--- config.mk ---
export PLATFORM = sky130hd
export DESIGN_NAME = enc_index_seq_flat
export DESIGN_NICKNAME = d
export VERILOG_FILES = /design/src/rtl/enc_index_seq_if.sv /design/src/rtl/enc_index_seq.sv /design/src/flat_wrapper.sv
export SDC_FILE = /design/constraint.sdc
export NUM_CORES = 1
export LEC_CHECK = 0
export ABC_CLOCK_PERIOD_IN_PS = 5920
export CAP_MARGIN = 30
export CORE_AREA = 2 2 102 104
export DETAILED_ROUTE_END_ITERATION = 6
export DIE_AREA = 0 0 104 106
export PLACE_DENSITY = 0.84
export SYNTH_ARGS = -nofsm -noshare
export SYNTH_HDL_FRONTEND = slang
export SYNTH_SLANG_ARGS = --single-unit
export TNS_END_PERCENT = 50
--- constraint.sdc ---
create_clock -name clk -period 5.92 [get_ports clk]
set_input_delay 1.776 -clock clk [delete_from_list [all_inputs] [get_ports clk]]
set_output_delay 1.776 -clock clk [all_outputs]
set_load 0.005 [all_outputs]
--- src/rtl/enc_index_seq_if.sv ---
// Control/status and encoder-side signals of the index-search sequencer.
// master = controller/encoder side, slave = the sequencer itself.
interface enc_index_seq_if #(
  parameter int BITS    = 32,
  parameter int TO_BITS = 24
);
  logic                      arm;
  logic                      abort;
  logic [TO_BITS-1:0]        timeout_cycles;
  logic                      indexout;
  logic signed [BITS-1:0]    position;
  logic                      indexenable;
  logic                      busy;
  logic                      done;
  logic                      timed_out;
  logic                      aborted;
  logic signed [BITS-1:0]    index_pos;
  logic [15:0]               index_cnt;

  modport master (
    output arm, abort, timeout_cycles, indexout, position,
    input  indexenable, busy, done, timed_out, aborted, index_pos, index_cnt
  );

  modport slave (
    input  arm, abort, timeout_cycles, indexout, position,
    output indexenable, busy, done, timed_out, aborted, index_pos, index_cnt
  );
endinterface

--- src/rtl/enc_index_seq.sv ---
// Encoder index-search sequencer: enables the counter's index latch, waits for
// the index to zero the count, captures the pre-zero position, then releases.
module enc_index_seq #(
  parameter int BITS       = 32,
  parameter int TO_BITS    = 24,
  parameter int REL_CYCLES = 4
) (
  input  logic          clk,
  input  logic          reset,
  enc_index_seq_if.slave bus
);
  localparam int RW = $clog2(REL_CYCLES + 1);

  if (REL_CYCLES < 2) begin : g_bad_rel
    $error("REL_CYCLES must be at least 2");
  end

  typedef enum logic [1:0] {IDLE, ARMING, WAIT_INDEX, RELEASE} state_t;

  state_t                 state_q;
  logic                   indexenable_q;
  logic                   done_q;
  logic                   timed_out_q;
  logic                   aborted_q;
  logic signed [BITS-1:0] index_pos_q;
  logic [15:0]            index_cnt_q;
  logic [TO_BITS-1:0]     timer_q;
  logic signed [BITS-1:0] pos_q;
  logic                   idx_q;
  logic [RW-1:0]          rel_cnt_q;

  logic                   idx_edge;
  logic                   capture;
  logic                   timeout_hit;
  logic [TO_BITS-1:0]     timer_d;

  always_comb begin
    idx_edge    = idx_q & ~bus.indexout;
    capture     = (state_q == WAIT_INDEX) && idx_edge;
    timeout_hit = (bus.timeout_cycles != '0) &&
                  (timer_q == bus.timeout_cycles - TO_BITS'(1));
    // Saturate so a disabled timeout never wraps into a false match later.
    timer_d     = (timer_q == '1) ? timer_q : timer_q + TO_BITS'(1);
  end

  always_ff @(posedge clk) begin
    if (reset) begin
      state_q       <= IDLE;
      indexenable_q <= 1'b0;
      done_q        <= 1'b0;
      timed_out_q   <= 1'b0;
      aborted_q     <= 1'b0;
      index_pos_q   <= '0;
      index_cnt_q   <= '0;
      timer_q       <= '0;
      pos_q         <= '0;
      idx_q         <= 1'b0;
      rel_cnt_q     <= '0;
    end else begin
      // The encoder zeroes its count in the same cycle indexout falls, so the
      // one-cycle-old position is the value to capture.
      pos_q       <= bus.position;
      idx_q       <= bus.indexout;
      done_q      <= 1'b0;
      index_cnt_q <= index_cnt_q + 16'(capture);

      case (state_q)
        IDLE: begin
          if (bus.arm) begin
            state_q       <= ARMING;
            indexenable_q <= 1'b1;
            timed_out_q   <= 1'b0;
            aborted_q     <= 1'b0;
            timer_q       <= '0;
          end
        end

        ARMING: begin
          if (bus.abort) begin
            aborted_q     <= 1'b1;
            state_q       <= RELEASE;
            indexenable_q <= 1'b0;
            rel_cnt_q     <= '0;
          end else if (timeout_hit) begin
            timed_out_q   <= 1'b1;
            state_q       <= RELEASE;
            indexenable_q <= 1'b0;
            rel_cnt_q     <= '0;
          end else if (bus.indexout) begin
            state_q <= WAIT_INDEX;
            timer_q <= '0;
          end else begin
            timer_q <= timer_d;
          end
        end

        WAIT_INDEX: begin
          // Index edge wins over abort, abort wins over timeout.
          if (idx_edge) begin
            index_pos_q   <= pos_q;
            done_q        <= 1'b1;
            state_q       <= RELEASE;
            indexenable_q <= 1'b0;
            rel_cnt_q     <= '0;
          end else if (bus.abort) begin
            aborted_q     <= 1'b1;
            state_q       <= RELEASE;
            indexenable_q <= 1'b0;
            rel_cnt_q     <= '0;
          end else if (timeout_hit) begin
            timed_out_q   <= 1'b1;
            state_q       <= RELEASE;
            indexenable_q <= 1'b0;
            rel_cnt_q     <= '0;
          end else begin
            timer_q <= timer_d;
          end
        end

        RELEASE: begin
          // Hold the enable low long enough for the encoder's latch to clear.
          if (rel_cnt_q == RW'(REL_CYCLES - 1)) begin
            state_q <= IDLE;
          end else begin
            rel_cnt_q <= rel_cnt_q + RW'(1);
          end
        end

        default: begin
          state_q       <= IDLE;
          indexenable_q <= 1'b0;
        end
      endcase
    end
  end

  assign bus.indexenable = indexenable_q;
  assign bus.busy        = (state_q != IDLE);
  assign bus.done        = done_q;
  assign bus.timed_out   = timed_out_q;
  assign bus.aborted     = aborted_q;
  assign bus.index_pos   = index_pos_q;
  assign bus.index_cnt   = index_cnt_q;
endmodule

--- src/flat_wrapper.sv ---
// flat-port wrapper written by rule: the top's interface ports become plain ports
module enc_index_seq_flat 
#(
  parameter int BITS       = 32,
  parameter int TO_BITS    = 24,
  parameter int REL_CYCLES = 4
)
  (clk, reset, bus_arm, bus_abort, bus_timeout_cycles, bus_indexout, bus_position, bus_indexenable, bus_busy, bus_done, bus_timed_out, bus_aborted, bus_index_pos, bus_index_cnt);
  enc_index_seq_if #(.BITS(BITS), .TO_BITS(TO_BITS)) bus_i ();
  input  logic clk;
  input  logic reset;
  input wire logic [$bits(bus_i.arm)-1:0] bus_arm;
  input wire logic [$bits(bus_i.abort)-1:0] bus_abort;
  input wire logic [$bits(bus_i.timeout_cycles)-1:0] bus_timeout_cycles;
  input wire logic [$bits(bus_i.indexout)-1:0] bus_indexout;
  input wire logic [$bits(bus_i.position)-1:0] bus_position;
  output wire logic [$bits(bus_i.indexenable)-1:0] bus_indexenable;
  output wire logic [$bits(bus_i.busy)-1:0] bus_busy;
  output wire logic [$bits(bus_i.done)-1:0] bus_done;
  output wire logic [$bits(bus_i.timed_out)-1:0] bus_timed_out;
  output wire logic [$bits(bus_i.aborted)-1:0] bus_aborted;
  output wire logic [$bits(bus_i.index_pos)-1:0] bus_index_pos;
  output wire logic [$bits(bus_i.index_cnt)-1:0] bus_index_cnt;
  assign bus_i.arm = bus_arm;
  assign bus_i.abort = bus_abort;
  assign bus_i.timeout_cycles = bus_timeout_cycles;
  assign bus_i.indexout = bus_indexout;
  assign bus_i.position = bus_position;
  assign bus_indexenable = bus_i.indexenable;
  assign bus_busy = bus_i.busy;
  assign bus_done = bus_i.done;
  assign bus_timed_out = bus_i.timed_out;
  assign bus_aborted = bus_i.aborted;
  assign bus_index_pos = bus_i.index_pos;
  assign bus_index_cnt = bus_i.index_cnt;
  enc_index_seq #(.BITS(BITS), .TO_BITS(TO_BITS), .REL_CYCLES(REL_CYCLES)) u_core (.clk(clk), .reset(reset), .bus(bus_i));
endmodule
== Word level (Yosys, flattened, before mapping) ==
Index checks and enable logic that the tools add are counted.
Cells by class
  $add $sub $neg: 4
  eq/ne operators: 16
  bitwise gates (word level): 3
  reductions and logical operators: 14
  mux-type cells: 37
Operators with widths (count)
  $mux 24: 8
  $pmux 24 s3: 1
  $add 24x1->24 const B: 1
  $eq 24x24->1: 1
  $eq 24x24->1 const B: 1
  $reduce_bool 24->1: 1
  $sub 24x1->24 const B: 1
  $add 16x1->16: 1
  $mux 2: 8
  $ne 2x2->1 const B: 7
  $mux 3: 4
  $mux 1: 11
  $pmux 1 s3: 3
  $pmux 3 s3: 1
  $pmux 2 s4: 1
  $reduce_and 7->1: 1
  $reduce_and 2->1: 3
  $reduce_bool 3->1: 2
  $eq 2x2->1 const B: 2
  $ne 4x2->1 const B: 1
  $ne 4x3->1 const B: 1
  $reduce_and 4->1: 1
  $add 3x1->3 const B: 1
  $eq 3x2->1 const B: 1
  9 further kinds: 11
Word-level totals
  output and inout bits: 53
  input bits: 61
  register bits after elaboration: 114

== Logic depth before layout (Yosys ltp) ==
Gate-level depths: netlist of run 1.
  depth after elaboration: 7
  depth in mapped cells: 14
  mapped depth without buffers: 11

== Worst setup path before layout of run 1 ==
No wires, ideal clock.
  path type: input-to-reg
  from: input port bus_timeout_cycles[0]
  to: register u_core.timer_q[22]
  slack: 1599 ps
  stages: 12
  setup time: 117 ps
  data required time: 5803 ps
  path buffers: 1
  arrival: 4204 ps
  cells stage by stage: inv_1 ha_1 nor3b_1 nand2_2 nor4_4 xnor2_1 or4_4 a2111oi_4 or2_2 buf_6 nor3_1 o22a_1
Between the ends
  word-level cells in the longest chain between the ends: 5
  elaborated cells between the ends (all ways): 7
  those cells by class: add/sub (1); eq/ne (3); reduce/logical (3)
Ends and longest elaborated chain
  from (decl): RTL line flat_wrapper.sv:14  | input wire logic [$bits(bus_i.timeout_cycles)-1:0] bus_timeout_cycles;
  $sub 24x1->24: RTL line enc_index_seq.sv:41  | (timer_q == bus.timeout_cycles - TO_BITS'(1));
  $eq 24x24->1: RTL line enc_index_seq.sv:41
  $logic_and 1x1->1 *: RTL line enc_index_seq.sv:40  | timeout_hit = (bus.timeout_cycles != '0) &&
  $ne 2x2->1 (no source line)
  $reduce_and 7->1 (no source line) *
  to (signal assigned): RTL line enc_index_seq.sv:93  | timer_q <= timer_d;
  to (signal assigned): RTL line enc_index_seq.sv:116  | timer_q <= timer_d;
  to (decl): RTL line enc_index_seq.sv:27  | logic [TO_BITS-1:0] timer_q;
Every way passes the cells marked *; elsewhere a longest branch is shown, timed or not.
A chain may end at the register's enable or synchronous reset.

== Worst setup path in the final report of run 1 ==
  from: input port bus_timeout_cycles[2]
  to: register u_core.timer_q[23]
Same word-level chain as after synthesis.

==> results of run 1 <==
==> cell families after synthesis <==
group / synth area share
compound gates: 0.161
xor+xnor: 0.0636
fa+ha+maj: 0.0256
buf+inv: 0.0349
flops: 0.425
mux: 0.00373
simple gates: 0.287
==> worst register-to-register path, delay by kind of cell, from the launching register on <==
kind / cells / cell delay (ns)
adder cells (fa/ha/maj): 1 / 0.30
buffers and inverters: 3 / 0.38
AO/OA/AOI/OAI: 1 / 0.08
flip-flops: 1 / 0.36
AND/OR/NAND/NOR: 5 / 2.18
==> per-layer routing <==
| layer | up-vias | share of wire | track usage |
|---|---|---|---|
| li1 | 2479 | - | - |
| met1 | 2367 | 0.40 | 0.279 |
| met2 | 215 | 0.50 | 0.456 |
| met3 | 33 | 0.077 | 0.0773 |
| met4 | 0 | 0.021 | 0.109 |
| met5 | - | 0 | 0 |
==> worst paths after layout <==
kind | end | slack [ns] | cells after the start
worst max register to register | u_core.timer_q[23] | 2.54 | 10
worst min-delay path | u_core.bus.index_pos[6] | 0.43 | 2
worst max-delay path | u_core.timer_q[23] | 1.25 | 10
worst min register to register | u_core.bus.index_pos[6] | 0.43 | 2
==> power by group through the flow <==
stage / Clock (mW) / Sequential, mW / Combinational, mW
2_1_floorplan: 0 / 0.825 / 0.243
3_3_place_gp: 0 / 0.828 / 0.349
3_5_place_dp: 0 / 0.829 / 0.365
4_1_cts: 1.00 / 0.814 / 0.369
5_1_grt: 1.04 / 0.817 / 0.412
6_report: 0.991 / 0.814 / 0.373
==> layout make-up <==
class / count / area (µm²) / share of cell area
clock buffers: 21 / 449 / 0.0630
clock inverters: 9 / 133 / 0.0186
inverters: 15 / 56.3 / 0.00790
multi-input cells: 492 / 2900 / 0.407
flip-flops and latches: 114 / 2280 / 0.320
well taps: 136 / 170 / 0.0239
repair buffers: 114 / 1140 / 0.159
==> cells in the final DEF (no fill, tap or decap), drive strengths merged, types with 8 or more instances in the layout <==
master         Yosys  layout
a21oi             63      63
a31oi             10      10
and3               8       8
clkbuf            26      21
clkdlybuf4s50      0     112
dfxtp            114     114
ha                11      11
inv               14      14
nand2             96      96
nand2b            10      10
nand3             24      24
nand4             10      10
nor2              49      49
nor2b             38      38
nor3              21      21
nor4              11      11
o21ai             35      35
o31ai              8       8
or3               12      12
xnor2             23      23
xor2              16      16
==> registers in the layout, indices dropped and copies added, names as in the netlist <==
signal and flops:
u_core.timer_q 24, u_core.pos_q 32, u_core.bus.timed_out 1, u_core.idx_q 1, u_core.bus.index_pos 32, u_core.bus.indexenable 1, u_core.rel_cnt_q 3, u_core.state_q 2
u_core.bus.aborted 1, u_core.bus.done 1, u_core.bus.index_cnt 16
==> flow_metrics.env, run 1 <==
export IMPL_status="finished, final reports clean"
export IMPL_synth_top_cell_by_area="dfxtp_1"
export IMPL_yosysTopAreaCellShare=0.425
export IMPL_worst_path_max_delay_cell="nor3_1"
export IMPL_drv_slew=0
export IMPL_worst_path_buf_inv=1
export IMPL_synthCells=653
export IMPL_antenna_cells=0
export IMPL_cts_buffers_inserted=17
export IMPL_drc=0
export IMPL_worstPathRequired_ns=6.33
export IMPL_grt_max_degree=103
export IMPL_grt_ovfl_total=0
export IMPL_syn_cell_area_um2=5370
export IMPL_cp_end_kind="flip-flop"
export IMPL_crit_path_max_incr_delay_ns=0.57
export IMPL_max_slew_margin=0.326
export IMPL_dp_slack_ns=0.766
export IMPL_ys_flop_type="dfxtp_1"
export IMPL_num_io_pins=114
export IMPL_power_mw=2.18
export IMPL_syn_nets=725
export IMPL_leakagePower_nw=2.49
export IMPL_viasPerCell=5.65
export IMPL_design_area_um2=7130
export IMPL_cp_startpoint="bus_timeout_cycles[2]"
export IMPL_die_area_um2=11000
export IMPL_arrival_ns=5.08
export IMPL_area_growth_syn_to_layout_pct=32.7
export IMPL_synth_edff_count=0
export IMPL_fmax_ghz=0.214
export IMPL_ctsRootBufferMaster="clkbuf_8"
export IMPL_holdCritStartpoint="u_core.pos_q[6]"
export IMPL_dr_pass1_iters=5
export IMPL_finalSetupViolCount=0
export IMPL_hold_slack_ns=0.432
export IMPL_dp_cells=871
export IMPL_num_rows=37
export IMPL_worst_slew_pin_slew_ns=1.01
export IMPL_detailedRoute_firstIterationViolations=229
export IMPL_hold_path_class="flip-flop to flip-flop"
export IMPL_ys_warn_count=0
export IMPL_gp_congestion=0.929
export IMPL_pwr_share_comb=0.171
export IMPL_track_usage=0.254
export IMPL_r2r_start="u_core.state_q[0]"
export IMPL_core_area_um2=10000
export IMPL_final_hold_viol_count=0
export IMPL_antenna_left=0
export IMPL_dp_hpwl_um=9650
export IMPL_internal_power_mw=1.61
export IMPL_syn_area_per_cell_um2=8.22
export IMPL_cp_max_fo=8
export IMPL_fin_crit_sh=0.789
export IMPL_die_w_um=104
export IMPL_cp_common_cell="or3_1"
export IMPL_cts_buffer_depth=2
export IMPL_dr_total_vias=5094
export IMPL_cts_hold_buf=0
export IMPL_grt_pass1_vias=5144
export IMPL_setup_tns_ns=0
export IMPL_fin_util=0.713
export IMPL_p_sw_frac=0.262
export IMPL_synthArstFlopShare=0
export IMPL_clk_pin_slew_ns=0.05
export IMPL_seq_power_share=0.374
export IMPL_clock_sinks=114
export IMPL_post_drt_wl_per_cell_um=15.5
export IMPL_synthTopCellsByCount="114 x dfxtp_1, 95 x nand2_1, 63 x a21oi_1"
export IMPL_crit_family="simple AND/OR/NAND/NOR gates"
export IMPL_cts_setup_buffers=0
export IMPL_path_cells="clkdlybuf4s50_1, nor3_1, nand4_1, or3_1, a21o_1, nand3_2, a2111oi_4, or3_1, or4_1, o31ai_2"
export IMPL_antenna_found_initial=0
export IMPL_dpl_instance_area_um2=6550
export IMPL_layout_drive_gt1_share=0.0614
export IMPL_stdcell_count=901
export IMPL_fin_skew_ns=0.00752
export IMPL_clock_latency_ns=0.50
export IMPL_peakVddDrop_mv=0.271
export IMPL_rsz0062_at_grt="false"
export IMPL_grt_pass1_wl_um=23000
export IMPL_crit_type="input port to flip-flop"
export IMPL_p_clk_frac=0.455
export IMPL_p_sw_mw=0.570
export IMPL_cellPowerDensity_nw_per_um2=306
export IMPL_initial_utilization=0.537
export IMPL_die_h_um=106
export IMPL_cts_tree="done"
export IMPL_yosysSeqAreaShare=0.425
export IMPL_crit_path_start_kind="input port"
export IMPL_synth_area_leaders="dfxtp_1 42%, nand2_1 6.6%, a21oi_1 5.9%"
export IMPL_synth_most_common_cell="dfxtp_1"
export IMPL_fin_ws_ns=1.25
export IMPL_io_buffers=113
export IMPL_synth_distinct_cells=55
export IMPL_drt_total_wl_um=14000
export IMPL_drv_cap=0
export IMPL_clock_tree_htree_level_count=4
export IMPL_ys_seq_elements=114
export IMPL_fillCellCount=794
export IMPL_cts_repair_resized=0
export IMPL_fin_nets=826
export IMPL_period_needed_ns=4.67
Note: power is estimated with default switching activity, not from simulation.
==> run 2: changes to the inputs <==
ABC_CLOCK_PERIOD_IN_PS = 4730   (was 5920)
CORE_AREA = 2 2 106 108   (was 2 2 102 104)
DIE_AREA = 0 0 108 110   (was 0 0 104 106)
PLACE_DENSITY = 0.79   (was 0.84)
clock period = 4.73 ns   (was 5.92 ns; I/O delays follow)
==> run 2 against run 1 <==
  * Global-route usage down 1.5 points
  * Register-to-register slack worse by 0.80 ns
  * Clock power grew 31%
  * Combinational power grew 29%
  * Die area grew 7.8%
  * Wire length fell by 2.2%
  * Clock skew shrank 0.0034 ns
  * Total power increased by 29%
  * Via count decreased by 0.67%
  * Sequential cell count is the same
  * Critical path depth grew 3
  * Non-clock buffer count up 10
  * Critical path type unchanged
==> flow_metrics.env, run 2 (synthesis results as in run 1) <==
export IMPL_status="finished, final reports clean"
export IMPL_wl_met3_um=1180
export IMPL_worst_slew_pin_slew_ns=1.00
export IMPL_whs_endpoint="u_core.bus.index_pos[12]"
export IMPL_wl_met2_um=6700
export IMPL_drv_cap=0
export IMPL_layout_drive_gt1_share=0.0735
export IMPL_detailedRoute_firstIterationViolations=292
export IMPL_period_needed_ns=4.24
export IMPL_track_usage=0.240
export IMPL_final_hold_viol_count=0
export IMPL_viasPerCell=5.52
export IMPL_grt_pass1_vias=4983
export IMPL_io_buffers=113
export IMPL_cts_tree="done"
export IMPL_post_drt_wl_per_cell_um=14.9
export IMPL_worstHoldPathCells=2
export IMPL_num_rows=38
export IMPL_rsz0062_at_grt="false"
export IMPL_area_growth_syn_to_layout_pct=34.7
export IMPL_die_h_um=110
export IMPL_clock_latency_ns=0.52
export IMPL_drv_slew=0
export IMPL_ctsRootBufferMaster="clkbuf_8"
export IMPL_leakagePower_nw=2.56
export IMPL_fillCellCount=867
export IMPL_holdCritStartpoint="u_core.pos_q[12]"
export IMPL_multi_input_area_um2=2900
export IMPL_layout_area_seq_um2=2280
export IMPL_cp_end_kind="flip-flop"
export IMPL_pwr_share_comb=0.172
export IMPL_num_io_pins=114
export IMPL_internal_power_mw=2.08
export IMPL_fin_ws_ns=0.488
export IMPL_p_clk_frac=0.465
export IMPL_drt_total_wl_um=13700
export IMPL_seq_power_share=0.363
export IMPL_top_layer="met4"
export IMPL_cts_hold_buf=0
export IMPL_gp_congestion=0.901
export IMPL_r2r_start="u_core.state_q[0]"
export IMPL_peakVddDrop_mv=0.290
export IMPL_max_slew_margin=0.332
export IMPL_dr_pass1_iters=5
export IMPL_final_cell_mix="114 x dfxtp_1, 112 x clkdlybuf4s50_1, 95 x nand2_1"
export IMPL_p_sw_frac=0.258
export IMPL_arrival_ns=4.65
export IMPL_clock_tree_htree_level_count=4
export IMPL_cellPowerDensity_nw_per_um2=387
export IMPL_cts_buffers_inserted=17
export IMPL_crit_path_start_kind="input port"
export IMPL_dr_total_vias=5060
export IMPL_core_area_um2=10700
export IMPL_clk_pin_slew_ns=0.05
export IMPL_fmax_ghz=0.236
export IMPL_crit_type="input port to flip-flop"
export IMPL_initial_utilization=0.502
export IMPL_cts_repair_resized=0
export IMPL_fin_crit_sh=0.897
export IMPL_fin_util=0.676
export IMPL_cp_max_fo=8
export IMPL_fin_nets=836
export IMPL_drc=0
export IMPL_dp_hpwl_um=9440
export IMPL_setup_tns_ns=0
export IMPL_worstPathRequired_ns=5.14
export IMPL_antenna_left=0
export IMPL_final_common_cell="dfxtp_1"
export IMPL_clock_sinks=114
export IMPL_cts_setup_buffers=0
export IMPL_rrSetupSlack_ns=1.74
export IMPL_rr_endpoint="u_core.timer_q[23]"
export IMPL_p_sw_mw=0.722
export IMPL_antenna_cells=0
export IMPL_dpl_instance_area_um2=6630
export IMPL_die_area_um2=11900
export IMPL_design_area_um2=7230
export IMPL_grt_pass1_wl_um=22800
export IMPL_met1Wirelength_um=5530
export IMPL_finalSetupViolCount=0
export IMPL_reg2reg_depth=10
export IMPL_fin_skew_ns=0.00414
export IMPL_hold_path_class="flip-flop to flip-flop"
export IMPL_antenna_found_initial=0
export IMPL_cts_buffer_depth=2
export IMPL_dp_slack_ns=0.0196
export IMPL_grt_ovfl_total=0
export IMPL_grt_max_degree=103
export IMPL_die_w_um=108
[run 2: cell types whose count changed in the layout (fill, tap and decap cells not counted)]
cell	change
buf_4	+10
inv_6	+1
clkinvlp_4	-3
clkinv_2	+1
clkbuf_1	+1
bufinv_16	+1
[run 2: how the worst max path moves through the flow]
stage | start | to | slack (ns) | depth (start not counted)
2_1_floorplan | bus_timeout_cycles[0] | u_core.timer_q[22] | 0.77 | 12
3_3_place_gp | bus_timeout_cycles[3] | u_core.timer_q[23] | 0.09 | 10
3_5_place_dp | bus_timeout_cycles[3] | u_core.timer_q[23] | 0.02 | 10
4_1_cts | bus_timeout_cycles[3] | u_core.timer_q[23] | 0.57 | 10
5_1_grt | bus_timeout_cycles[0] | u_core.timer_q[10] | 0.36 | 12
6_report | bus_timeout_cycles[0] | u_core.timer_q[13] | 0.49 | 13
[run 2: final cells by class]
cell class	count	area share
clock buffer	22	0.0626
clock inverter	9	0.0213
inverter	15	0.00779
multi-input combinational	492	0.401
sequential	114	0.316
tap	140	0.0242
timing repair buffer	124	0.167
[run 2: through the flow]
step                      cells  hold slack, ns  power [mW]
after detailed placement    885           0.425        1.50
after CTS                   916           0.432        2.81
after global placement      885           0.419        1.49
final                       916           0.434        2.80
after floorplan             653           0.417        1.34
after global routing        916           0.447        2.92
[run 2: per-layer routing]
| metal | GRT usage | vias to the layer above |
|---|---|---|
| met5 | 0 | - |
| met4 | 0.0971 | 0 |
| met3 | 0.0829 | 28 |
| met2 | 0.410 | 203 |
| met1 | 0.276 | 2343 |
| li1 | - | 2486 |
[run 2: power groups by stage]
stage          clock network (mW)  logic [mW]  registers, mW
2_1_floorplan                   0       0.305           1.03
4_1_cts                      1.32       0.474           1.02
3_3_place_gp                    0       0.454           1.03
3_5_place_dp                    0       0.469           1.04
6_report                     1.30       0.481           1.02
5_1_grt                      1.37       0.530           1.02
[run 2: critical path, cell delays in order]
cell	delay, ns
clkdlybuf4s50_1	0.45
inv_1	0.08
ha_1	0.20
nor3b_1	0.36
buf_4	0.18
nand4_1	0.10
xnor2_1	0.17
nor4_1	0.35
nand4_2	0.24
a2111oi_4	0.44
or3_1	0.32
nor4_1	0.09
a31o_1	0.23
==> run 3: changes to the inputs <==
TNS_END_PERCENT = 10   (was 50)
==> results of run 3 <==
Final layout, timing and power as in run 2 (identical DEF).
